==> src/rtl/pytxseq_pkg.sv <==
// Shared definitions for the payload transmit sequencer.
// Holds the sequencer state encoding, header lengths, CRC and FEC generator
// polynomials, the CRC seed layout and the bit-serial CRC update helper.
package pytxseq_pkg;

    localparam int unsigned HDR1_LEN    = 8;           // BR single-slot payload header
    localparam int unsigned HDR2_LEN    = 16;          // multi-slot / EDR payload header
    localparam int unsigned CRC_LEN     = 16;
    localparam int unsigned FEC_BLK_LEN = 10;          // info bits per (15,10) block
    localparam int unsigned FEC_PAR_LEN = 5;           // parity bits per (15,10) block

    localparam logic [15:0] CRC_POLY    = 16'h1021;    // CRC-CCITT
    localparam logic [5:0]  FEC_POLY    = 6'b110101;   // D^5+D^4+D^2+1
    localparam logic [7:0]  CRC_INIT_HI = 8'h00;       // upper byte of the CRC seed

    typedef enum logic [2:0] {
        StIdle,
        StHdr,
        StBody,
        StCrc,
        StPad,
        StDone
    } state_e;

    // CRC seed: zero upper byte, UAP in the lower byte.
    function automatic logic [15:0] crc_init(input logic [7:0] uap);
        return {CRC_INIT_HI, uap};
    endfunction

    // One serial CRC-CCITT step: feedback is the register MSB xor the new bit.
    function automatic logic [15:0] crc_step(input logic [15:0] crc, input logic din);
        logic fb;
        fb = crc[15] ^ din;
        return {crc[14:0], 1'b0} ^ (fb ? CRC_POLY : 16'h0000);
    endfunction

endpackage

==> src/rtl/pytxseq_fec23enc.sv <==
// (15,10) shortened Hamming parity generator (FEC 2/3).
// A 5-bit division LFSR over FEC_POLY: info bits are shifted in, then the
// remainder is shifted out MSB first. Shifting out fills with zeros, so the
// register is naturally clear again after a full 5-bit read-out.
// Ports:
//   clk       system clock
//   rstz      synchronous active-low reset
//   clr       clear the parity register (block/packet start)
//   shift_in  absorb din as the next info bit
//   din       info bit
//   shift_out advance the parity read-out by one bit
//   dout      current parity output bit (register MSB)
module pytxseq_fec23enc
    import pytxseq_pkg::*;
(
    input  logic clk,
    input  logic rstz,
    input  logic clr,
    input  logic shift_in,
    input  logic din,
    input  logic shift_out,
    output logic dout
);

    logic [FEC_PAR_LEN-1:0] par_q;
    logic                   fb;

    assign fb   = din ^ par_q[FEC_PAR_LEN-1];
    assign dout = par_q[FEC_PAR_LEN-1];

    always_ff @(posedge clk) begin
        if (!rstz || clr) begin
            par_q <= '0;
        end else if (shift_in) begin
            par_q <= {par_q[FEC_PAR_LEN-2:0], 1'b0} ^
                     (fb ? FEC_POLY[FEC_PAR_LEN-1:0] : '0);
        end else if (shift_out) begin
            par_q <= {par_q[FEC_PAR_LEN-2:0], 1'b0};
        end
    end

endmodule

==> src/rtl/pytxseq.sv <==
// Payload transmit sequencer.
// Latches decoded packet attributes on pk_encode_start, pulls header and body
// bits from the payload buffer, appends CRC-16, and applies FEC 1/3 repetition
// or FEC 2/3 (15,10) zero-pad plus parity. One output bit per bit_tick.
// Ports:
//   clk_6M, rstz       clock, synchronous active-low reset
//   pk_encode_start    start pulse (ignored unless idle)
//   bit_tick           bit-rate strobe
//   pylenbit_f .. uap  decoded packet attributes, CRC seed byte
//   py_din/py_datareq  payload buffer bit and its consume strobe
//   py_dout/py_dvalid  encoded bit and its valid strobe (registered)
//   py_busy            sequence in progress
//   py_done_p          end-of-payload pulse
module pytxseq
    import pytxseq_pkg::*;
(
    input  logic        clk_6M,
    input  logic        rstz,
    input  logic        pk_encode_start,
    input  logic        bit_tick,
    input  logic [12:0] pylenbit_f,
    input  logic        existpyheader_f,
    input  logic        BRss_f,
    input  logic        crcencode_f,
    input  logic        fec31encode_f,
    input  logic        fec32encode_f,
    input  logic [7:0]  uap,
    input  logic        py_din,
    output logic        py_datareq,
    output logic        py_dout,
    output logic        py_dvalid,
    output logic        py_busy,
    output logic        py_done_p
);

    state_e      state_q;
    logic [4:0]  hlen_q;
    logic [12:0] blen_q;
    logic        crc_en_q;
    logic        fec31_q;
    logic        fec32_q;
    logic [15:0] crc_q;
    logic [12:0] cnt_q;      // info bits done in the current segment
    logic [1:0]  rep_q;      // FEC 1/3 repetition index
    logic [3:0]  blk_q;      // FEC 2/3 position within the 10-bit block
    logic        par_q;      // FEC 2/3 parity read-out pending
    logic [2:0]  par_cnt_q;
    logic        hold_q;     // buffer bit held for FEC 1/3 repeats

    logic [4:0]  hlen_in;
    logic        start_ok;
    logic        is_info;
    logic        from_buf;
    logic        tick_info;
    logic        tick_par;
    logic        first_rep;
    logic        last_rep;
    logic        cur_bit;
    logic [12:0] cur_len;
    logic        seg_end;
    logic        blk_wrap;
    logic        pad_need;
    state_e      next_seg;
    logic        fec_dout;

    assign hlen_in  = !existpyheader_f ? 5'd0 :
                      (BRss_f ? 5'(HDR1_LEN) : 5'(HDR2_LEN));
    assign start_ok = pk_encode_start && (state_q == StIdle);

    always_comb begin
        is_info   = (state_q == StHdr) || (state_q == StBody) ||
                    (state_q == StCrc) || (state_q == StPad);
        from_buf  = (state_q == StHdr) || (state_q == StBody);
        // Parity read-out takes priority; the segment state just waits.
        tick_par  = bit_tick && par_q;
        tick_info = bit_tick && !par_q && is_info;
        first_rep = !fec31_q || (rep_q == 2'd0);
        last_rep  = !fec31_q || (rep_q == 2'd2);
        // Combinational strobe so the buffer bit is consumed on the same tick.
        py_datareq = rstz && tick_info && from_buf && first_rep;

        cur_bit = 1'b0;
        cur_len = '0;
        unique case (state_q)
            StHdr: begin
                cur_bit = first_rep ? py_din : hold_q;
                cur_len = {8'd0, hlen_q};
            end
            StBody: begin
                cur_bit = first_rep ? py_din : hold_q;
                cur_len = blen_q;
            end
            StCrc: begin
                cur_bit = crc_q[15];
                cur_len = 13'(CRC_LEN);
            end
            default: ;
        endcase

        blk_wrap = fec32_q && (blk_q == 4'(FEC_BLK_LEN - 1));
        seg_end  = (state_q == StPad) ? (blk_q == 4'(FEC_BLK_LEN - 1))
                                      : (cnt_q == cur_len - 13'd1);
        // Evaluated on a segment's final bit: pad only if the block is still open.
        pad_need = fec32_q && !blk_wrap;

        next_seg = StDone;
        unique case (state_q)
            StHdr: begin
                if (blen_q != '0)  next_seg = StBody;
                else if (crc_en_q) next_seg = StCrc;
                else if (pad_need) next_seg = StPad;
                else               next_seg = StDone;
            end
            StBody: begin
                if (crc_en_q)      next_seg = StCrc;
                else if (pad_need) next_seg = StPad;
                else               next_seg = StDone;
            end
            StCrc:   next_seg = pad_need ? StPad : StDone;
            default: next_seg = StDone;
        endcase
    end

    pytxseq_fec23enc u_fec23enc (
        .clk       (clk_6M),
        .rstz      (rstz),
        .clr       (start_ok),
        .shift_in  (tick_info && fec32_q),
        .din       (cur_bit),
        .shift_out (tick_par),
        .dout      (fec_dout)
    );

    always_ff @(posedge clk_6M) begin
        if (!rstz) begin
            state_q   <= StIdle;
            hlen_q    <= '0;
            blen_q    <= '0;
            crc_en_q  <= 1'b0;
            fec31_q   <= 1'b0;
            fec32_q   <= 1'b0;
            crc_q     <= '0;
            cnt_q     <= '0;
            rep_q     <= '0;
            blk_q     <= '0;
            par_q     <= 1'b0;
            par_cnt_q <= '0;
            hold_q    <= 1'b0;
            py_dout   <= 1'b0;
            py_dvalid <= 1'b0;
            py_busy   <= 1'b0;
            py_done_p <= 1'b0;
        end else begin
            py_dout   <= 1'b0;
            py_dvalid <= 1'b0;
            py_done_p <= 1'b0;

            unique case (state_q)
                StIdle: begin
                    if (start_ok) begin
                        hlen_q    <= hlen_in;
                        blen_q    <= pylenbit_f;
                        crc_en_q  <= crcencode_f;
                        fec31_q   <= fec31encode_f;
                        fec32_q   <= fec32encode_f && !fec31encode_f;
                        crc_q     <= crc_init(uap);
                        cnt_q     <= '0;
                        rep_q     <= '0;
                        blk_q     <= '0;
                        par_q     <= 1'b0;
                        par_cnt_q <= '0;
                        if ((hlen_in == '0) && (pylenbit_f == '0)) begin
                            py_done_p <= 1'b1;
                        end else begin
                            py_busy <= 1'b1;
                            state_q <= (hlen_in != '0) ? StHdr : StBody;
                        end
                    end
                end
                StDone: begin
                    if (!par_q) begin
                        state_q   <= StIdle;
                        py_busy   <= 1'b0;
                        py_done_p <= 1'b1;
                    end
                end
                default: ;
            endcase

            if (tick_par) begin
                py_dout   <= fec_dout;
                py_dvalid <= 1'b1;
                if (par_cnt_q == 3'(FEC_PAR_LEN - 1)) begin
                    par_q     <= 1'b0;
                    par_cnt_q <= '0;
                end else begin
                    par_cnt_q <= par_cnt_q + 3'd1;
                end
            end

            if (tick_info) begin
                py_dout   <= cur_bit;
                py_dvalid <= 1'b1;
                if (from_buf && first_rep) begin
                    hold_q <= py_din;
                    crc_q  <= crc_step(crc_q, py_din);
                end
                if (fec31_q) begin
                    rep_q <= last_rep ? 2'd0 : rep_q + 2'd1;
                end
                if (last_rep) begin
                    if (state_q == StCrc) begin
                        crc_q <= {crc_q[14:0], 1'b0};
                    end
                    if (fec32_q) begin
                        blk_q <= blk_wrap ? 4'd0 : blk_q + 4'd1;
                        if (blk_wrap) begin
                            par_q <= 1'b1;
                        end
                    end
                    if (seg_end) begin
                        cnt_q   <= '0;
                        state_q <= next_seg;
                    end else begin
                        cnt_q <= cnt_q + 13'd1;
                    end
                end
            end
        end
    end

endmodule

==> config.mk <==
export PLATFORM = sky130hd
export DESIGN_NAME = pytxseq
export DESIGN_NICKNAME = d
export VERILOG_FILES = /design/src/rtl/pytxseq_pkg.sv /design/src/rtl/pytxseq_fec23enc.sv /design/src/rtl/pytxseq.sv
export SDC_FILE = /design/constraint.sdc
export NUM_CORES = 1
export LEC_CHECK = 0
export ABC_AREA = 1
export CORE_MARGIN = 8
export CORE_UTILIZATION = 30
export DETAILED_ROUTE_END_ITERATION = 16
export GPL_TIMING_DRIVEN = 1
export PLACE_DENSITY_LB_ADDON = 0.12
export SYNTH_ARGS = -nofsm -noshare
export SYNTH_HDL_FRONTEND = slang
export SYNTH_SLANG_ARGS = --single-unit
==> constraint.sdc <==
create_clock -name clk_6M -period 3.6 [get_ports clk_6M]
set_input_delay 0.72 -clock clk_6M [delete_from_list [all_inputs] [get_ports clk_6M]]
set_output_delay 0.72 -clock clk_6M [all_outputs]
set_load 0.01 [all_outputs]
==> results.txt <==
----------------------------------------------------
[Outcome]
  Run status ... finished clean

[Synthesis]
  Area contributors post-synth ... dfxtp_1 (35%), nand2_1 (16%), a21oi_1 (6.8%)
  Multiplexer share of the synthesized area ... 0%
  Top cells by instance count after synthesis ... nand2_1 (173), dfxtp_1 (70), inv_1 (65), a21oi_1 (54), nand3_1 (52)
  Seq/Total Area, Yosys ... 35.26%
  Post-synthesis net count ... 654
  Asr flop ratio synth ... 0%
  Adder-cell area share of the yosys netlist ... 2.519%
  Synthesis-stage register bit count ... 70
  Cell Area, Synth ... 3974 sq um
  Top-area cell type share of the netlist area ... 35.26%
  Netlist cell types ... 37
  Cell taking the most area after synthesis ... dfxtp_1
  Dominant register cell in the synthesized netlist ... dfxtp_1
  Number of synthesized flops with an enable pin ... 0
  Combinational family with the most area after synthesis ... simple AND/OR/NAND/NOR gates
  Yosys Warn Count ... 0
  Area share of xor/xnor cells in the synthesized design ... 1.322%
  Post-synthesis compound-gate area fraction ... 16.25%
  Most numerous cell in the Yosys netlist ... nand2_1
  Synthesized-area fraction occupied by and/or/nand/nor cells ... 35.83%
  Gate count after technology mapping ... 615
  Post-Syn Area per Cell ... 6.461 sq um

[Global routing]
  Overall track demand over capacity in global routing ... 13.82%
  Wire length of the first global-routing pass ... 18.58 mm
  Number of antenna violations at the first check in global routing ... 0
  Global-route congestion overflow total ... 0
  Number of global-route vias before repair ... 3807
  Largest net degree at the start of global routing ... 41

[Route]
  Total detailed-routing wirelength ... 11.14 mm
  Wl on met1 ... 5.387 mm
  Met3 Routed Length ... 371 um
  Mean routed wirelength per cell ... 13.46 um
  Via density ... 4.760
  Detailed-router iteration count before antenna repair ... 4
  Number of nets with antenna violations after routing ... 0
  Top metal layer carrying routed signals ... met4
  Sum of met2 wire segment lengths after detailed routing ... 5.263 mm
  Number of DRC violations after detailed-routing iteration 0 ... 172
  Vias after detailed routing ... 3941
  Drc violations ... 0

[Timing]
  Final setup TNS ... 0 ns
  Final setup skew ... 0.007781 ns
  Final critical delay including setup and external delays ... 3.241 ns
  Pins over their slew limit ... 0
  Unrepaired setup endpoints after global routing ... false
  Top achievable clock speed ... 308.5 MHz
  Post-route fraction of the period consumed by the critical path ... 90.04%
  Number of setup violations in the final report ... 0
  Final hold vios ... 0
  Worst Max-Slew Pin Slew ... 0.5756 ns
  Slew headroom ... 61.39%
  Final setup margin ... 0.3585 ns

[Worst setup path]
  Crit Path Class ... flip-flop to primary output
  Worst reg-to-reg setup slack ... 0.90 ns
  Highest fanout seen on the critical path ... 10
  Required time worst endpoint ... 2.88 ns
  CP arrival ... 2.52 ns
  Startpoint Class ... flip-flop
  Critical path endpoint category ... primary output

[Floorplan]
  Number of standard-cell rows in the floorplan ... 42
  Core region area ... 13090 sq um
  Starting utilization of the core area ... 30.37%
  Horizontal extent of the die ... 131.1 um
  I/O pins ... 36
  Full die area ... 17180 sq um
  Floorplan die height ... 131.1 um

[CTS]
  Number of post-CTS setup repair buffers ... 0
  Clk slew on worst S/H paths ... 0.06 ns
  PostCTS Resize Cnt ... 0
  Bufs on Longest Clock Path ... 2
  Clock Latency Late Sink ... 0.34 ns
  Hold-fix buffer count after cts ... 0
  Maximum level of the CTS H-tree ... 3
  Number of CTS-inserted buffers ... 9
  Clock root cell ... clkbuf_16
  CTS tree ... built
  Clock sink count ... 70

[Power and ir drop]
  Largest vdd supply drop ... 292.8 uV
  Static Leak ... 0.001947 uW
  Cell area power density ... 404.4 nW/um^2

[Placed design]
  Post-detailed-placement half-perimeter wirelength ... 8.376 mm
  Final GP Congestion ... 0.8832
  Number of port buffers ... 35
  Post-place setup slack ... 0.5006 ns

[Finish]
  Area added between synthesis and finish ... 19.90%
  Number of nets in the layout ... 688
  Fraction of final layout cells sized beyond drive strength 1 ... 6.748%
  Antenna diode instance count ... 0

[Hold path]
  Hold Path Class ... flip-flop to flip-flop

[Flow run]
  Max-cap check violation count ... 0

----------------------------------------------------
[registers in the layout (all words and copies together), names as in the netlist, 2 cells and up]
name              cells
u_fec23enc.par_q      5
blen_q               13
crc_q                16
par_cnt_q             3
blk_q                 4
hlen_q                2
rep_q                 2
state_q               3
cnt_q                13
[final cells by class]
| type | instances | area (sq um) |
|---|---|---|
| fillers | 1444 | 8320 |
| multi-input cells | 455 | 2222 |
| flip-flops and latches | 70 | 1401 |
| repair buffers | 38 | 372.9 |
| inverters | 75 | 284.0 |
| clock buffers | 10 | 239.0 |
| well taps | 176 | 220.2 |
| clock inverters | 4 | 25.02 |
[through the flow]
step	hold slack (ns)	total power, uW	cells	instance area (sq um)	util (%)
after floorplan	0.4245	1037	615	3974	-
after global placement	0.4396	1137	814	4501	34.39
after detailed placement	0.4501	1141	814	4501	34.39
after CTS	0.4578	1956	828	4765	36.41
after global routing	0.4728	2031	828	4765	36.41
final	0.4520	1927	828	4765	36.41
[per-layer routing]
metal	vias to the layer above	global-route usage (%)
met2	45	23.13
met4	0	3.444
li1	2091	-
met5	-	0
met3	7	3.924
met1	1798	17.08
[cell usage in the layout, fill, tap and decap left out, drive strengths merged, types with 3 or more instances in the layout]
cell type	Yosys	routed
clkdlybuf4s50	0	35
o21ai	48	48
ha	8	8
nor4	3	3
a31oi	8	8
nor2	59	59
nor3	6	6
buf	4	3
nand3	56	56
dfxtp	70	70
nand4	12	12
o211ai	3	3
nand2	179	179
inv	72	72
a21oi	54	54
clkinv	3	5
xor2	4	4
clkbuf	11	10
[kinds of logic after synthesis]
group / after synthesis
AOI/OAI and AO/OA: 121
xor gates and xnor gates: 6
adders and majority gates: 8
buffers and inverters: 90
DFF: 70
and+or+nand+nor: 320
[worst max-delay path, cell delays in order (launching register included)]
cell,delay [ns]
dfxtp_1,0.41
inv_2,0.18
nand2_1,0.13
nor2_1,0.23
inv_1,0.07
nand2_1,0.12
nand3_4,0.16
nor2_1,0.15
inv_1,0.08
nor2_1,0.10
clkdlybuf4s50_1,0.55
[report_power, final]
part	switching (uW)	internal (uW)
clock network	330	474
logic	185	106
registers	25.5	807
[worst paths after layout]
kind                            startpoint         end  cells past startpoint
worst max register to register  state_q[2]   cnt_q[11]                     18
worst max-delay path            state_q[0]  py_datareq                     10
worst min-delay path                hold_q      hold_q                      2
worst min register to register      hold_q      hold_q                      2
Power figures use the tool's default switching activity.
